### src/rtl/edge_event_arbiter.sv
// ---------------------------------------------------------------------------
// edge_event_arbiter
//
// Sequences and shares the per-channel rise/fall edge detectors of the TDC
// front end. It gates each detector's clock-enable by acquisition state and
// per-channel dead-time. It captures every detected edge with a coarse
// timestamp into a one-deep per-channel slot. It round-robin arbitrates the
// slots onto a single valid/ready event stream.
//
// Build option:
//   EDGE_ARB_DEADTIME_EN - when defined, each channel's detector stays
//                          disabled for DEAD_CYC cycles after a captured event.
//                          When undefined, no dead-time logic is built.
//
// Ports:
//   iClk, iRst      clock, asynchronous active-high reset
//   iStart, iStop   single-cycle acquisition start / stop-and-drain pulses
//   iRise, iFall    per-channel edge pulses from the detectors
//   oEnable         per-channel detector clock-enable (registered)
//   oValid, iReady  event stream handshake
//   oCh, oPol       channel index and polarity (1=rise) of the event
//   oTime           coarse timestamp of the event
//   oOverflow       sticky per-channel "event dropped" flags
//   oBusy           acquisition or drain in progress
//   oDone           one-cycle pulse when the drain completes
// ---------------------------------------------------------------------------

// Per-channel lane: pending slot, overflow flag and optional dead-time counter.
//   cap_en    edges are accepted (state is ARMED or DRAIN)
//   grant     slot is moved to the output register this cycle
//   ovf_clr   clear the sticky overflow flag
//   pending   slot holds an event; pol/stamp are its contents
//   quiet_nxt dead-time counter is zero in the next cycle
module edge_event_arbiter_lane #(
    parameter int COARSE_W = 16,
    parameter int DEAD_CYC = 4
) (
    input  logic                clk,
    input  logic                rst,
    input  logic                cap_en,
    input  logic                rise,
    input  logic                fall,
    input  logic                grant,
    input  logic                ovf_clr,
    input  logic [COARSE_W-1:0] coarse,
    output logic                pending,
    output logic                pol,
    output logic [COARSE_W-1:0] stamp,
    output logic                overflow,
    output logic                quiet_nxt
);
    logic hit;
    logic store;
    logic drop;

    assign hit   = cap_en & (rise | fall);
    // A slot being granted this cycle is free for the incoming edge.
    assign store = hit & (~pending | grant);
    assign drop  = hit & pending & ~grant;

    always_ff @(posedge clk or posedge rst) begin
        if (rst) begin
            pending <= 1'b0;
            pol     <= 1'b0;
            stamp   <= '0;
        end else if (store) begin
            pending <= 1'b1;
            pol     <= rise;        // rise wins when both pulse together
            stamp   <= coarse;
        end else if (grant) begin
            pending <= 1'b0;
        end
    end

    always_ff @(posedge clk or posedge rst) begin
        if (rst)          overflow <= 1'b0;
        else if (ovf_clr) overflow <= 1'b0;
        else if (drop)    overflow <= 1'b1;
    end

`ifdef EDGE_ARB_DEADTIME_EN
    logic [7:0] dead;
    logic [7:0] dead_nxt;

    always_comb begin
        dead_nxt = dead;
        if (store)
            dead_nxt = 8'(DEAD_CYC);
        else if (dead != 8'd0)
            dead_nxt = dead - 8'd1;
    end

    always_ff @(posedge clk or posedge rst) begin
        if (rst) dead <= 8'd0;
        else     dead <= dead_nxt;
    end

    assign quiet_nxt = (dead_nxt == 8'd0);
`else
    // Dead-time is not built; the parameter only keeps both builds' lists equal.
    logic dead_cyc_unused;
    assign dead_cyc_unused = (DEAD_CYC != 0);
    assign quiet_nxt       = 1'b1;
`endif
endmodule

module edge_event_arbiter #(
    parameter int N_CH     = 4,
    parameter int COARSE_W = 16,
    parameter int DEAD_CYC = 4
) (
    input  logic                     iClk,
    input  logic                     iRst,
    input  logic                     iStart,
    input  logic                     iStop,
    input  logic [N_CH-1:0]          iRise,
    input  logic [N_CH-1:0]          iFall,
    output logic [N_CH-1:0]          oEnable,
    output logic                     oValid,
    input  logic                     iReady,
    output logic [$clog2(N_CH)-1:0]  oCh,
    output logic                     oPol,
    output logic [COARSE_W-1:0]      oTime,
    output logic [N_CH-1:0]          oOverflow,
    output logic                     oBusy,
    output logic                     oDone
);
    localparam int CH_W = $clog2(N_CH);

    typedef enum logic [1:0] {
        IDLE  = 2'd0,
        ARMED = 2'd1,
        DRAIN = 2'd2
    } state_t;

    state_t                          state;
    state_t                          state_nxt;
    logic   [COARSE_W-1:0]           coarse;

    logic   [N_CH-1:0]               slot_pending;
    logic   [N_CH-1:0]               slot_pol;
    logic   [N_CH-1:0][COARSE_W-1:0] slot_stamp;
    logic   [N_CH-1:0]               quiet_nxt;
    logic   [N_CH-1:0]               grant;

    logic                            out_valid;
    logic   [CH_W-1:0]               out_ch;
    logic                            out_pol;
    logic   [COARSE_W-1:0]           out_time;
    logic   [CH_W-1:0]               ptr;

    logic                            load;
    logic                            gnt_any;
    logic   [CH_W-1:0]               gnt_idx;
    logic                            cap_en;
    logic                            ovf_clr;

    logic   [N_CH-1:0]               enable_q;
    logic   [N_CH-1:0]               enable_nxt;
    logic                            done_q;
    logic                            done_nxt;

    assign cap_en  = (state != IDLE);
    assign ovf_clr = (state == IDLE) && iStart;

    // ---------------- per-channel lanes ----------------
    for (genvar i = 0; i < N_CH; i++) begin : g_lane
        edge_event_arbiter_lane #(
            .COARSE_W (COARSE_W),
            .DEAD_CYC (DEAD_CYC)
        ) u_lane (
            .clk       (iClk),
            .rst       (iRst),
            .cap_en    (cap_en),
            .rise      (iRise[i]),
            .fall      (iFall[i]),
            .grant     (grant[i]),
            .ovf_clr   (ovf_clr),
            .coarse    (coarse),
            .pending   (slot_pending[i]),
            .pol       (slot_pol[i]),
            .stamp     (slot_stamp[i]),
            .overflow  (oOverflow[i]),
            .quiet_nxt (quiet_nxt[i])
        );
    end

    // ---------------- round-robin grant ----------------
    // The output register can take a new event when empty or being drained
    // this cycle; iReady only affects the next-cycle state, never oValid.
    assign load = ~out_valid | iReady;

    always_comb begin
        int            c;
        logic [CH_W-1:0] cand;
        gnt_any = 1'b0;
        gnt_idx = '0;
        c       = 0;
        cand    = '0;
        // Search starts one past the last granted channel.
        for (int k = 1; k <= N_CH; k++) begin
            c = int'(ptr) + k;
            if (c >= N_CH) c = c - N_CH;
            cand = CH_W'(c);
            if (!gnt_any && slot_pending[cand]) begin
                gnt_any = 1'b1;
                gnt_idx = cand;
            end
        end
    end

    always_comb begin
        grant = '0;
        for (int i = 0; i < N_CH; i++)
            grant[i] = load & gnt_any & (gnt_idx == CH_W'(i));
    end

    // ---------------- FSM ----------------
    always_ff @(posedge iClk or posedge iRst) begin
        if (iRst) state <= IDLE;
        else      state <= state_nxt;
    end

    always_comb begin
        state_nxt = state;
        case (state)
            IDLE:    if (iStart) state_nxt = ARMED;
            ARMED:   if (iStop)  state_nxt = DRAIN;
            DRAIN:   if (slot_pending == '0 && !out_valid) state_nxt = IDLE;
            default: state_nxt = IDLE;
        endcase
    end

    // Enables and done are computed from next-cycle state so the registered
    // outputs line up with the state they describe.
    always_comb begin
        enable_nxt = '0;
        if (state_nxt == ARMED) enable_nxt = quiet_nxt;
        done_nxt = (state == DRAIN) && (state_nxt == IDLE);
    end

    always_ff @(posedge iClk or posedge iRst) begin
        if (iRst) begin
            enable_q <= '0;
            done_q   <= 1'b0;
        end else begin
            enable_q <= enable_nxt;
            done_q   <= done_nxt;
        end
    end

    // ---------------- coarse timestamp ----------------
    always_ff @(posedge iClk or posedge iRst) begin
        if (iRst)                coarse <= '0;
        else if (ovf_clr)        coarse <= '0;
        else if (state == ARMED) coarse <= coarse + COARSE_W'(1);
    end

    // ---------------- output register ----------------
    always_ff @(posedge iClk or posedge iRst) begin
        if (iRst) begin
            out_valid <= 1'b0;
            out_ch    <= '0;
            out_pol   <= 1'b0;
            out_time  <= '0;
            ptr       <= CH_W'(N_CH - 1);
        end else if (load) begin
            out_valid <= gnt_any;
            if (gnt_any) begin
                out_ch   <= gnt_idx;
                out_pol  <= slot_pol[gnt_idx];
                out_time <= slot_stamp[gnt_idx];
                ptr      <= gnt_idx;
            end
        end
    end

    assign oEnable = enable_q;
    assign oValid  = out_valid;
    assign oCh     = out_ch;
    assign oPol    = out_pol;
    assign oTime   = out_time;
    assign oBusy   = (state != IDLE);
    assign oDone   = done_q;
endmodule

### config.mk
export PLATFORM = sky130hd
export DESIGN_NAME = edge_event_arbiter
export DESIGN_NICKNAME = d
export VERILOG_FILES = /design/src/rtl/edge_event_arbiter.sv
export SDC_FILE = /design/constraint.sdc
export NUM_CORES = 1
export LEC_CHECK = 0
export CAP_MARGIN = 0
export CELL_PAD_IN_SITES_DETAIL_PLACEMENT = 0
export CELL_PAD_IN_SITES_GLOBAL_PLACEMENT = 1
export CORE_UTILIZATION = 44
export CTS_BUF_LIST = sky130_fd_sc_hd__clkbuf_8
export CTS_CLUSTER_DIAMETER = 80
export DETAILED_ROUTE_END_ITERATION = 7
export PLACE_DENSITY_LB_ADDON = 0.08
export SLEW_MARGIN = 20
export SYNTH_ARGS = -nofsm -noshare
export SYNTH_HDL_FRONTEND = slang
export SYNTH_SLANG_ARGS = --single-unit
### constraint.sdc
create_clock -name iClk -period 3.8 [get_ports iClk]
set_input_delay 0.95 -clock iClk [delete_from_list [all_inputs] [get_ports iClk]]
set_output_delay 0.95 -clock iClk [all_outputs]
set_load 0.02 [all_outputs]
==> metrics.md, run 1 <==
| Metric | Value |
|---|---|
| Initial antenna violation count | `0` |
| Pwr/cell area | `772 nW/um^2` |
| Combinational share of power | `0.423` |
| Fin Setup TNS | `0 ps` |
| Number of buffer cells added on primary ports | `42` |
| Internal Power | `around 3000 uW` |
| Clock Skew | `roughly 10 ps` |
| Placed instance count | `678` |
| CTS hold repair buffers | `0` |
| RSZ-0062 raised after global routing | `false` |
| PostCTS Resize Cnt | `0` |
| Ys async rst share | `1.00` |
| H-Tree Depth | `4` |
| Number of global-route vias before repair | `4020` |
| Max_cap viols | `0` |
| Syn avg cell area | `11.1 um^2` |
| Post-CTS setup buffers | `0` |
| Post-Syn Instances | `493` |
| Hpwl dp | `8.68 mm` |
| Starting Density | `0.453` |
| NetSw | `approximately 2000 uW` |
| Status | `finished clean` |
| Yosys top cell area share | `0.532` |
| Initial DRC Count | `346` |
| Fmax | `333 MHz` |
| Fin cells | `approximately 710` |
| Cell row count | `40` |
| TritonCTS buffer count | `17` |
| Final GP Congestion | `0.775` |
| DRC | `0` |
| Slew Viols, Final | `0` |
| Design Power | `around 4900 uW` |
| CTS clk-pin slew, worst paths | `60 ps` |
| Rel. slew slack | `0.405` |
| Clock power share | `0.226` |
| Register share of total power | `0.351` |
| Pre-CTS setup slack | `between 500 and 600 ps` |
| I/O pin cnt | `43` |
| Root Buffer | `clkbuf_8` |
| Post-Syn Area | `around 5500 um^2` |
| Ys flop type | `dfrtp_1` |
| Critical path capture point type | `output port` |
| Worst-Skew Late Latency | `approximately 430 ps` |
| Critical path required time | `2850 ps` |
| Synth warn | `0` |
| Largest net degree at the start of global routing | `44` |
| Reg2reg setup slack | `1000 ps` |
| First-pass GRT wire length | `22.5 mm` |
| Post-synthesis cell type count | `45` |
| Min-Delay Path Depth | `2` |
| Most frequent cells in the layout | `dfrtp_1 (116), nand2_1 (110), clkdlybuf4s50_1 (42)` |
| Type of origin of the critical path | `register` |
| Number of synthesized register bits | `118` |
| Post-Route WL | `approximately 14 mm` |
| Leak | `0.00279 uW` |
| Final Hold Fails | `0` |
| Worst EP arrival | `2050 ps` |
| Pre-Repair DR Iteration Count | `5` |
| Switching fraction of total power | `0.395` |
| Area grow syn2layout | `16.6%` |
| Fill cell count | `1111` |
| Post-synth EDFFs | `0` |
| Die width | `between 100 and 150 um` |
| Grt total ovfl | `0` |
| FF-to-FF End | `g_lane[2].u_lane.stamp[10]` |
| Hold Path Sink | `oCh[1]` |
| Fin crit period | `3000 ps` |
| Post-synth top area cell | `dfrtp_1` |
| DR WL/cell | `a little under 20 um` |
| Register area share after synthesis | `0.541` |
| Setup violators final | `0` |
| Hold Crit Start | `oCh[1]` |
| Via density | `5.61` |
| CP Class | `register to output port` |
| TritonCTS clock tree | `yes` |
| CTS Sinks | `118` |
| ANT cells | `0` |
| Vias | `3959` |
| Commonest non-fill, non-tap cell in the layout | `dfrtp_1` |
| Die ar. | `12900 um^2` |
| Clock Tree Buf Depth | `2` |
| Antenna Violating Nets Remaining | `0` |
| Max VDD drop | `0.404 mV` |
| Core area | `approximately 12000 um^2` |
| Crit path max fanout | `6` |
| PnR worst setup slack | `roughly 800 ps` |
| Synthesized Nets | `507` |
| Min-delay worst type | `register to register` |
| Worst-margin pin slew | `~890 ps` |
| Reg2Reg Launch Point | `g_lane[3].u_lane.pending` |
| Die Y | `113 um` |
| Synth area leaders | `dfrtp_1 (53%), nand2_1 (7.6%), mux2i_1 (6.2%)` |
| Global-route usage over all layers | `0.238` |
| Post-layout nets | `543` |
| Reg2Reg Depth | `6` |
| Fin crit share | `0.790` |
| Fraction of layout cells with a size suffix above 1 | `0.167` |
## metal layers
| metal | up-vias | track usage | routed length, um |
|---|---|---|---|
| met5 | - | 0 | 0 |
| met4 | 0 | 0.0632 | 99 |
| met3 | 10 | 0.0670 | 850 |
| met2 | 136 | 0.360 | 6340 |
| met1 | 1992 | 0.337 | 6520 |
| li1 | 1821 | - | - |
## power groups by stage
stage                     clock, uW  sequential [uW]  combinational [uW]
after global placement            0             1740                2060
after detailed placement          0             1740                2080
after CTS                      1130             1720                2090
after global routing           1190             1760                2220
after floorplan                   0             1740                1470
final                          1110             1730                2080
## registers in the layout (all words and copies together), names as in the netlist
name and flops:
coarse 16, g_lane.u_lane.overflow 4, g_lane.u_lane.pending 4, g_lane.u_lane.pol 4
g_lane.u_lane.stamp 64, oCh 2, oDone 1, oEnable 1
oPol 1, oTime 16, oValid 1, ptr 2
state 2
## worst max-delay path by stage
stage | from | endpoint | slack (ps)
finish | state[1] | oBusy | 800
global route | state[1] | oBusy | 670
CTS | state[1] | oBusy | 790
detailed placement | iReady | g_lane[2].u_lane.pending | 510
global placement | iReady | g_lane[2].u_lane.pending | 510
floorplan | iRst | coarse[0] | 1410
## final cells by class
type	count	area, um^2	share of cell area
clock buffer	22	303	0.0476
clock inverter	6	77.6	0.0122
inverter	5	22.5	0.00354
multi-input combinational	330	2250	0.354
sequential	118	2960	0.464
tap	168	210	0.0330
timing repair buffer	57	546	0.0857
## critical path, stage by stage, from the launching register on
cell and delay [ps]:
dfrtp_1 440, nor2_1 440, inv_1 160, clkdlybuf4s50_1 570
## Yosys cell counts, types with 3 or more instances
cell	instances
o21ai_0	15
o41ai_1	3
nor2_1	17
a21oi_1	4
nor3_1	3
nand2_1	110
dfrtp_1	116
clkbuf_1	17
mux2_4	20
or2_2	3
o32ai_1	3
mux2i_1	34
nand3_1	8
buf_4	11
mux2_2	14
inv_1	5
buf_2	7
o21a_1	4
buf_6	5
nand2b_1	7
o221ai_1	17
o22ai_1	34
## per-stage QoR
step | hold slack, ps | util | cell area (um^2)
floorplan | 451 | - | 5460
global placement | 457 | 0.496 | 5990
detailed placement | 463 | 0.496 | 5990
CTS | 479 | 0.528 | 6370
global route | 509 | 0.528 | 6370
finish | 471 | 0.528 | 6370
## cell families (layout without fill, tap and decap cells)
logic type,count (synthesis),count (layout),synth area share
AO/OA/AOI/OAI,96,96,0.129
flip-flops,118,118,0.541
multiplexers,68,68,0.146
AND/OR/NAND/NOR,162,162,0.130
buffers and inverters,45,90,0.0470
adder cells (fa/ha/maj),1,1,0.00229
XOR/XNOR,3,3,0.00481
Power figures use the tool's default switching activity.
==> inputs of run 2 (changes only) <==
- CORE_UTILIZATION: 44 -> 48
- clock period: 3.8 -> 3 ns (I/O delays scaled with it)
==> run 2 against run 1 <==
  * Die area decreased by 8.2%
  * Core utilization increased by 5.7 points
  * Register-to-register slack got worse by 470 ps
  * Power up 27%
  * Sequential share of layout area shrank 0.44 points
  * Sequential power increased by 27%
  * Clock power increased by 16%
  * Via count grew 1.6%
  * Critical path type is now register to register
  * Critical endpoint is now g_lane[2].u_lane.stamp[13]
==> metrics.md, run 2 (same netlist as run 1, synthesis figures left out) <==
| Metric | Value |
|---|---|
| Rel. slew slack | `0.585 (+0.180)` |
| ANT cells | `0 (unchanged)` |
| Die width | `109 um (-4.2%)` |
| Core area | `11000 um^2 (-8.9%)` |
| Cell row count | `38 (-5.0%)` |
| Fin crit period | `2470 ps` |
| First-pass GRT wire length | `21.9 mm (-2.4%)` |
| CTS clk-pin slew, worst paths | `60 ps (about the same)` |
| Initial antenna violation count | `0 (unchanged)` |
| Pwr/cell area | `971 nW/um^2 (+26%)` |
| TritonCTS clock tree | `yes` |
| Largest net degree at the start of global routing | `81 (+84%)` |
| Grt total ovfl | `0 (unchanged)` |
| Fin Setup TNS | `0 ps (unchanged)` |
| CTS Sinks | `118 (unchanged)` |
| Antenna Violating Nets Remaining | `0 (unchanged)` |
| Final GP Congestion | `0.739 (-4.7%)` |
| Die Y | `109 um (-4.2%)` |
| DR WL/cell | `19.9 um (+1.8%)` |
| Fin crit share | `0.823` |
| Max FFs per register | `64 (unchanged)` |
| CTS hold repair buffers | `0 (unchanged)` |
| DRC | `0 (unchanged)` |
| Fill cell count | `929 (-16%)` |
| Pre-Repair DR Iteration Count | `4 (-1)` |
| Worst-Skew Late Latency | `430 ps (about the same)` |
| Root Buffer | `clkbuf_8` |
| Crit path max fanout | `11 (+5)` |
| Post-CTS setup buffers | `0 (unchanged)` |
| PostCTS Resize Cnt | `0 (unchanged)` |
| Fraction of layout cells with a size suffix above 1 | `0.185 (+0.0178)` |
| Clock Tree Buf Depth | `2 (unchanged)` |
| Commonest non-fill, non-tap cell in the layout | `dfrtp_1` |
| Post-layout nets | `554 (+2.0%)` |
| Hpwl dp | `8.92 mm (+2.8%)` |
| Slew Viols, Final | `0 (unchanged)` |
| Critical path required time | `3280 ps (+430 ps)` |
| Type of origin of the critical path | `register` |
| Reg with most FFs | `g_lane.u_lane.stamp` |
| Post-Route WL | `13.8 mm (-0.39%)` |
| Die ar. | `11800 um^2 (-8.2%)` |
| Number of buffer cells added on primary ports | `42 (unchanged)` |
| Max VDD drop | `0.693 mV (+71%)` |
| TritonCTS buffer count | `17 (unchanged)` |
| Min-delay worst type | `register to register` |
| Worst-margin pin slew | `621 ps (-269 ps)` |
| Area grow syn2layout | `17.7%` |
| Via density | `5.82 (+3.8%)` |
| Worst EP arrival | `2750 ps (+700 ps)` |
| Clock Skew | `5.93 ps (-3.94 ps)` |
| Max_cap viols | `0 (unchanged)` |
| Final core utilization | `0.585 (+0.0574)` |
| Vias | `4023 (+1.6%)` |
| Initial DRC Count | `259 (-25%)` |
| H-Tree Depth | `4 (unchanged)` |
| Starting Density | `0.497 (+0.0445)` |
| Setup violators final | `0 (unchanged)` |
| Most frequent cells in the layout | `dfrtp_1 (116), nand2_1 (110), clkdlybuf4s50_1 (42)` |
| Critical path capture point type | `register` |
| Number of global-route vias before repair | `3972 (-1.2%)` |
| Global-route usage over all layers | `0.257 (+0.0191)` |
| I/O pin cnt | `43 (unchanged)` |
| CP Class | `register to register` |
| Final Hold Fails | `0 (unchanged)` |
| Leak | `0.00284 uW (+2.0%)` |
| Status | `finished clean` |
| RSZ-0062 raised after global routing | `false` |
| Fmax | `405 MHz` |
==> run 2: cell count changes in the layout (fill, tap and decap cells not counted), sizes merged <==
cell,change
inv,+1
buf,+11
bufinv,-2
clkbuf,+2
clkinv,+1
==> run 2: worst max-delay path, cell delays in order (launching register included) <==
cell     delay (ps)
dfrtp_1         480
or4_4           590
and2_0          160
buf_4           160
nand2_1         180
o21a_1          420
buf_4           220
o22ai_1         100
==> run 2: final cells by class <==
type / count / area [um^2] / share of cell area
tap: 140 / 175 / 0.0272
multi-input combinational: 330 / 2250 / 0.351
sequential: 118 / 2960 / 0.460
inverter: 5 / 22.5 / 0.00350
clock inverter: 6 / 26.3 / 0.00409
clock buffer: 24 / 330 / 0.0514
timing repair buffer: 68 / 666 / 0.104
==> run 2: power by group <==
part	total, uW	switching [uW]	leakage [uW]	internal (uW)
Sequential	2200	277	0.00157	1930
Combinational	2750	1590	0.00107	1160
Clock	1290	587	0.000200	703
==> run 2: per-stage QoR <==
stage                     power [uW]  hold WS [ps]  std cells  worst slack [ps]  cell area [um^2]
after floorplan                 4060           451        493               810              5460
after global placement          4930           460        661               284              6070
after detailed placement        4970           469        661               270              6070
after CTS                       6270           483        691               523              6430
after global routing            6560           502        691               406              6430
final                           6240           473        691               530              6430
==> run 2: layer usage <==
metal,global-route usage,wire (um),vias up
met5,0,0,-
met4,0.110,262,0
met3,0.0490,685,26
met2,0.358,5970,115
met1,0.388,6840,2024
li1,-,-,1858
==> run 2: worst paths after layout <==
| path | start | slack (ps) | endpoint | depth (start not counted) |
|---|---|---|---|---|
| worst max-delay path | g_lane[1].u_lane.pending | 530 | g_lane[2].u_lane.stamp[13] | 7 |
| worst min-delay path | g_lane[1].u_lane.overflow | 470 | g_lane[1].u_lane.overflow | 2 |
| worst max register to register | g_lane[1].u_lane.pending | 530 | g_lane[2].u_lane.stamp[13] | 7 |
| worst min register to register | g_lane[1].u_lane.overflow | 470 | g_lane[1].u_lane.overflow | 2 |
| max in group asynchronous | iRst | 1800 | coarse[0] | 3 |
| min in group asynchronous | iRst | 550 | state[0] | 2 |
